==> src/rtl/spi_tx_burst.sv <==
// spi_tx_burst: serial word transmitter for write-only SPI-style peripherals.
// Shifts WIDTH-bit words out on dev_dio, with dev_clk low for the setup half and
// high for the hold half, so the device samples on the rising edge. Words taken
// with data_last=0 keep dev_stb low so the next word continues the same frame.
// Optional receive path: define SPI_TX_BURST_RX_EN to add dev_din/rx_data/rx_valid.
module spi_tx_burst #(
  parameter int WIDTH     = 8,
  parameter int CYCLES    = 1,
  parameter bit LSB_FIRST = 1'b1
) (
  input  logic             clk,
  input  logic             rst,
  input  logic             data_rdy,
  input  logic [WIDTH-1:0] data,
  input  logic             data_last,
  output logic             data_ack,
  output logic             busy,
  output logic             done,
  output logic             dev_stb,
  output logic             dev_clk,
  output logic             dev_dio
`ifdef SPI_TX_BURST_RX_EN
  ,
  input  logic             dev_din,
  output logic [WIDTH-1:0] rx_data,
  output logic             rx_valid
`endif
);

  localparam int             CW      = $clog2(WIDTH);
  localparam logic [CW-1:0]  CNT_MAX = CW'(WIDTH - 1);
  localparam logic [7:0]     DIV_MAX = 8'(CYCLES);

  typedef enum logic [2:0] {
    S_IDLE  = 3'd0,
    S_LOAD  = 3'd1,
    S_SETUP = 3'd2,
    S_HOLD  = 3'd3,
    S_WAIT  = 3'd4
  } state_t;

  state_t           state, state_nxt;
  logic [WIDTH-1:0] shreg;
  logic [CW-1:0]    cnt;
  logic [7:0]       div;
  logic             last_flag;
  logic             from_wait;

  logic             div_end;
  logic             bit_end;
  logic             cur_bit;
  logic [WIDTH-1:0] shreg_adv;

  // Phase/bit terminal conditions and the bit currently on the wire.
  // The register always presents the active bit at one end, so advancing it
  // walks bit[cnt] (LSB first) or bit[WIDTH-1-cnt] (MSB first) onto dev_dio.
  always_comb begin
    div_end = (div == DIV_MAX);
    bit_end = (cnt == CNT_MAX);
    if (LSB_FIRST) begin
      cur_bit   = shreg[0];
      shreg_adv = {1'b0, shreg[WIDTH-1:1]};
    end else begin
      cur_bit   = shreg[WIDTH-1];
      shreg_adv = {shreg[WIDTH-2:0], 1'b0};
    end
  end

  // State register.
  always_ff @(posedge clk) begin
    if (rst) state <= S_IDLE;
    else     state <= state_nxt;
  end

  // Next-state logic: words are only taken between words (IDLE or WAIT).
  always_comb begin
    state_nxt = state;
    case (state)
      S_IDLE, S_WAIT: if (data_rdy) state_nxt = S_LOAD;
      S_LOAD:         state_nxt = S_SETUP;
      S_SETUP:        if (div_end) state_nxt = S_HOLD;
      S_HOLD: begin
        if (div_end) begin
          if (!bit_end)       state_nxt = S_SETUP;
          else if (last_flag) state_nxt = S_IDLE;
          else                state_nxt = S_WAIT;
        end
      end
      default:        state_nxt = S_IDLE;
    endcase
  end

  // Datapath: word capture, bit/divider counters, end-of-frame pulse.
  always_ff @(posedge clk) begin
    if (rst) begin
      shreg     <= '0;
      cnt       <= '0;
      div       <= '0;
      last_flag <= 1'b0;
      from_wait <= 1'b0;
      done      <= 1'b0;
    end else begin
      // done lands in the first IDLE cycle after the last word's final hold
      done <= (state == S_HOLD) && div_end && bit_end && last_flag;
      case (state)
        S_IDLE, S_WAIT: begin
          if (data_rdy) begin
            shreg     <= data;
            last_flag <= data_last;
            // a word taken from WAIT continues the frame, so the strobe stays low
            from_wait <= (state == S_WAIT);
          end
        end
        S_LOAD: begin
          cnt <= '0;
          div <= '0;
        end
        S_SETUP: begin
          div <= div_end ? 8'd0 : div + 8'd1;
        end
        S_HOLD: begin
          if (div_end) begin
            div <= 8'd0;
            if (!bit_end) begin
              cnt   <= cnt + 1'b1;
              shreg <= shreg_adv;
            end
          end else begin
            div <= div + 8'd1;
          end
        end
        default: ;
      endcase
    end
  end

  // Outputs decoded from state; dev_clk idles high, dev_dio idles low.
  always_comb begin
    busy     = 1'b0;
    data_ack = 1'b0;
    dev_stb  = 1'b1;
    dev_clk  = 1'b1;
    dev_dio  = 1'b0;
    case (state)
      S_LOAD: begin
        busy     = 1'b1;
        data_ack = 1'b1;
        dev_stb  = !from_wait;
      end
      S_SETUP: begin
        busy    = 1'b1;
        dev_stb = 1'b0;
        dev_clk = 1'b0;
        dev_dio = cur_bit;
      end
      S_HOLD: begin
        busy    = 1'b1;
        dev_stb = 1'b0;
        dev_dio = cur_bit;
      end
      S_WAIT: begin
        dev_stb = 1'b0;
      end
      default: ;
    endcase
  end

`ifdef SPI_TX_BURST_RX_EN
  logic [WIDTH-1:0] rx_acc, rx_nxt;
  logic [CW-1:0]    rx_idx;
  logic             rx_sample;

  // Received bit goes to the same position as the bit sent in that slot.
  // The merged value is used for rx_data so a one-cycle hold still lands its bit.
  always_comb begin
    rx_idx    = LSB_FIRST ? cnt : CNT_MAX - cnt;
    rx_sample = (state == S_HOLD) && (div == 8'd0);
    rx_nxt    = rx_acc;
    if (rx_sample) rx_nxt[rx_idx] = dev_din;
  end

  // Receive assembly and per-word publish at the end of the final hold.
  always_ff @(posedge clk) begin
    if (rst) begin
      rx_acc   <= '0;
      rx_data  <= '0;
      rx_valid <= 1'b0;
    end else begin
      rx_valid <= 1'b0;
      if (rx_sample) rx_acc <= rx_nxt;
      if ((state == S_HOLD) && div_end && bit_end) begin
        rx_data  <= rx_nxt;
        rx_valid <= 1'b1;
      end
    end
  end
`endif

endmodule
==> config.mk <==
export PLATFORM = sky130hd
export DESIGN_NAME = spi_tx_burst
export DESIGN_NICKNAME = d
export VERILOG_FILES = /design/src/rtl/spi_tx_burst.sv
export SDC_FILE = /design/constraint.sdc
export NUM_CORES = 1
export LEC_CHECK = 0
export CORE_MARGIN = 1
export CORE_UTILIZATION = 53
export CTS_CLUSTER_SIZE = 16
export DETAILED_ROUTE_END_ITERATION = 10
export GPL_TIMING_DRIVEN = 0
export PLACE_DENSITY = 0.84
export SETUP_SLACK_MARGIN = 0.2
export SYNTH_ARGS = -nofsm -noshare
export SYNTH_HDL_FRONTEND = slang
export SYNTH_SLANG_ARGS = --single-unit
export TNS_END_PERCENT = 100
==> constraint.sdc <==
create_clock -name clk -period 2.28 [get_ports clk]
set_clock_uncertainty 0.05 [all_clocks]
set_input_delay 0.456 -clock clk [delete_from_list [all_inputs] [get_ports clk]]
set_output_delay 0.456 -clock clk [all_outputs]
set_load 0.02 [all_outputs]
==> results.py <==
metrics = {
    "power": {
        "power.share.sequential": 0.412,
        "p_switching_uw": 536,
        "cellPowerDensity_nw_per_um2": 851,
        "clockPowerShare": 0.149,
        "p_leak_nw": 0.617,
        "combPwrFrac": 0.438,
        "max-vdd-ir-drop_mv": 0.625,
        "p_int_uw": 811,
        "switching_share": 0.398,
    },
    "synth": {
        "ys_seq_elements": 25,
        "seq_area_frac_synth": 0.380,
        "synth-main-ff-cell": "dfxtp_1",
        "yosys.cell_types.count": 40,
        "yosysWarnings": 0,
        "syn-num-nets": 170,
        "synth_area_per_cell_um2": 8.55,
        "synth_area_um2": 1320,
        "synth.area.top_cells": "dfxtp_1 38%, a21oi_1 7.2%, mux2i_1 6.8%, o21ai_0 6.1%, ha_1 3.8%",
        "synth_edf_count": 0,
        "synth_top_cell_by_area": "dfxtp_1",
        "synth_top_area_share": 0.380,
        "syn_inst": 154,
        "async_flop_share": 0,
    },
    "timing": {
        "hold_viol": 0,
        "fin_tns_setup_ps": 0,
        "fmax_mhz": 493,
        "slew_viol_final": 0,
        "tightest_slew_ps": 500,
        "fin_crit_sh": 0.890,
        "setup_viol_count_final": 0,
        "max_slew_margin": 0.667,
        "rsz0062_at_grt": "yes",
        "setup_slack_ps": 251,
        "min_period_ps": 2030,
    },
    "detailed_routing": {
        "vias": 1236,
        "drc_errors": 0,
        "first_pass_iters": 4,
        "drt-total-wl_um": 3090,
        "vias_per_cell": 6.06,
        "drt_iter0_drc": 27,
        "ant_nets": 0,
        "wl_per_cell_um": 15.1,
    },
    "global_route": {
        "grt_use_met2": 0.447,
        "first_global_vias": 1164,
        "antenna_found_initial": 0,
        "grtUsageMet3": 0.0702,
        "grt_max_degree": 14,
        "track_usage": 0.266,
        "grt_pass1_wl_um": 5240,
        "top_usage_layer": "met2",
        "overflow": 0,
        "use_met1": 0.319,
    },
    "placed_design": {
        "portBuffers": 17,
        "dp.cells": 199,
        "dp.final_hpwl_um": 2090,
        "place_ws_ps": 200,
        "place_congestion": 0.856,
        "place_area_um2": 1520,
    },
    "setup_path": {
        "critPathRequiredTime_ps": 1770,
        "start_kind": "flip-flop",
        "path_max_fanout": 9,
        "path_class": "reg -> out",
        "end_kind": "output port",
        "critPathArrivalTime_ps": 1520,
    },
    "final_layout": {
        "area_growth_pct": 20.2,
        "antenna_cells": 0,
        "multi_input_area_um2": 779,
        "fill_cells": 186,
        "layout-drive-gt1-share": 0.142,
        "regArea_um2": 508,
        "most-common-layout-cells": "23 x dfxtp_1, 19 x a21oi_1, 16 x o21ai_0",
        "final_nets": 193,
        "final_cell_area_um2": 1580,
        "fin_cells": 204,
        "mostFrequentLayoutCell": "dfxtp_1",
    },
    "clocking": {
        "clk_pin_slew_ps": 130,
        "htreeDepth": 1,
        "cts_tree": "yes",
        "cts_buffers": 3,
        "clk-insertion-delay-late_ps": 320,
        "ctsRootBufferMaster": "clkbuf_4",
        "clk_path_buf_depth": 2,
        "clock_sinks": 25,
        "holdBufCountCts": 0,
    },
    "flow_run": {
        "maxCapViolations": 0,
    },
    "floorplanning": {
        "dieArea_um2": 2690,
        "core_um2": 2280,
        "die_width_um": 51.8,
        "io_pins": 18,
        "row_count": 17,
        "die_h_um": 51.8,
        "start_util": 0.578,
    },
    "run_status": {
        "status": "completed",
    },
    "min_path": {
        "hp-class": "reg -> reg",
    },
}
## layout make-up
cell class | instances | area share
Multi-Input combinational cell | 115 | 0.492
Sequential cell | 25 | 0.321
Timing Repair Buffer | 18 | 0.106
Buffer | 10 | 0.0324
Tap cell | 28 | 0.0221
Clock buffer | 4 | 0.0166
Inverter | 4 | 0.00949
## Yosys cell counts (all sizes together), types with 2 or more instances
library cell / n
nand2: 10
nor4b: 3
ha: 4
inv: 4
o21ai: 16
mux2i: 9
a31oi: 2
nand2b: 3
nor2: 8
nor3: 2
and3: 2
clkbuf: 6
buf: 4
or3: 7
nand3b: 2
nor4: 2
dfxtp: 25
nand3: 6
a21oi: 21
a311oi: 2
nand4: 3
## stage by stage
step,util,hold WS [ps],power [mW]
6_report,0.695,436,1.35
5_1_grt,0.695,463,1.45
4_1_cts,0.687,432,1.30
3_5_place_dp,0.668,414,1.11
3_3_place_gp,0.668,407,1.09
2_1_floorplan,-,394,0.926
## power by group through the flow
stage / Combinational (mW) / Sequential, mW / Clock (mW)
after floorplan: 0.389 / 0.537 / 0
after global placement: 0.548 / 0.545 / 0
after detailed placement: 0.559 / 0.547 / 0
after CTS: 0.553 / 0.548 / 0.200
after global routing: 0.658 / 0.563 / 0.224
final: 0.590 / 0.556 / 0.201
## final timing paths
kind	cells past startpoint	end	slack, ps	start
min reg2reg	2	shreg[0]$_SDFFE_PP0P_	440	shreg[0]$_SDFFE_PP0P_
min	2	shreg[0]$_SDFFE_PP0P_	440	shreg[0]$_SDFFE_PP0P_
max reg2reg	7	shreg[2]$_SDFFE_PP0P_	270	cnt[0]$_SDFFE_PP0P_
max	4	dev_stb	250	state[0]$_SDFFE_PP0P_
## critical path: stages (launching register included)
cell           delay [ps]
dfxtp_1               330
buf_4                 170
a21oi_1               210
o21a_1                160
dlygate4sd2_1         330
## metal layers
layer / share of wire / vias up
met1: 0.45 / 593
met3: 0.045 / 7
met4: 0.013 / 0
li1: - / 609
met2: 0.49 / 27
met5: 0 / -
## repair_timing
| item | 4_1_cts | 5_1_grt |
|---|---|---|
| resized for setup | 12 | 9 |
| cloned | 0 | 0 |
| buffers inserted | 0 | 1 |
| setup endpoints to repair | 6 | 10 |
| pin swaps | 0 | 2 |
| hold endpoints to repair | 0 | 0 |
## sequential cells by signal, indices dropped and copies added, names as in the netlist
| register | count |
|---|---|
| cnt | 3 |
| shreg | 8 |
| from_wait | 1 |
| div | 8 |
| done | 1 |
| state | 3 |
| last_flag | 1 |
## cells by family after synthesis
kind of cell	after synthesis	share of synthesized area
AO/OA/AOI/OAI	47	0.207
XOR/XNOR	1	0.00666
adder cells (fa/ha/maj)	4	0.0380
buffers and inverters	14	0.0475
flip-flops	25	0.380
multiplexers	9	0.0684
AND/OR/NAND/NOR	54	0.252
(Power assumes the default switching activity.)
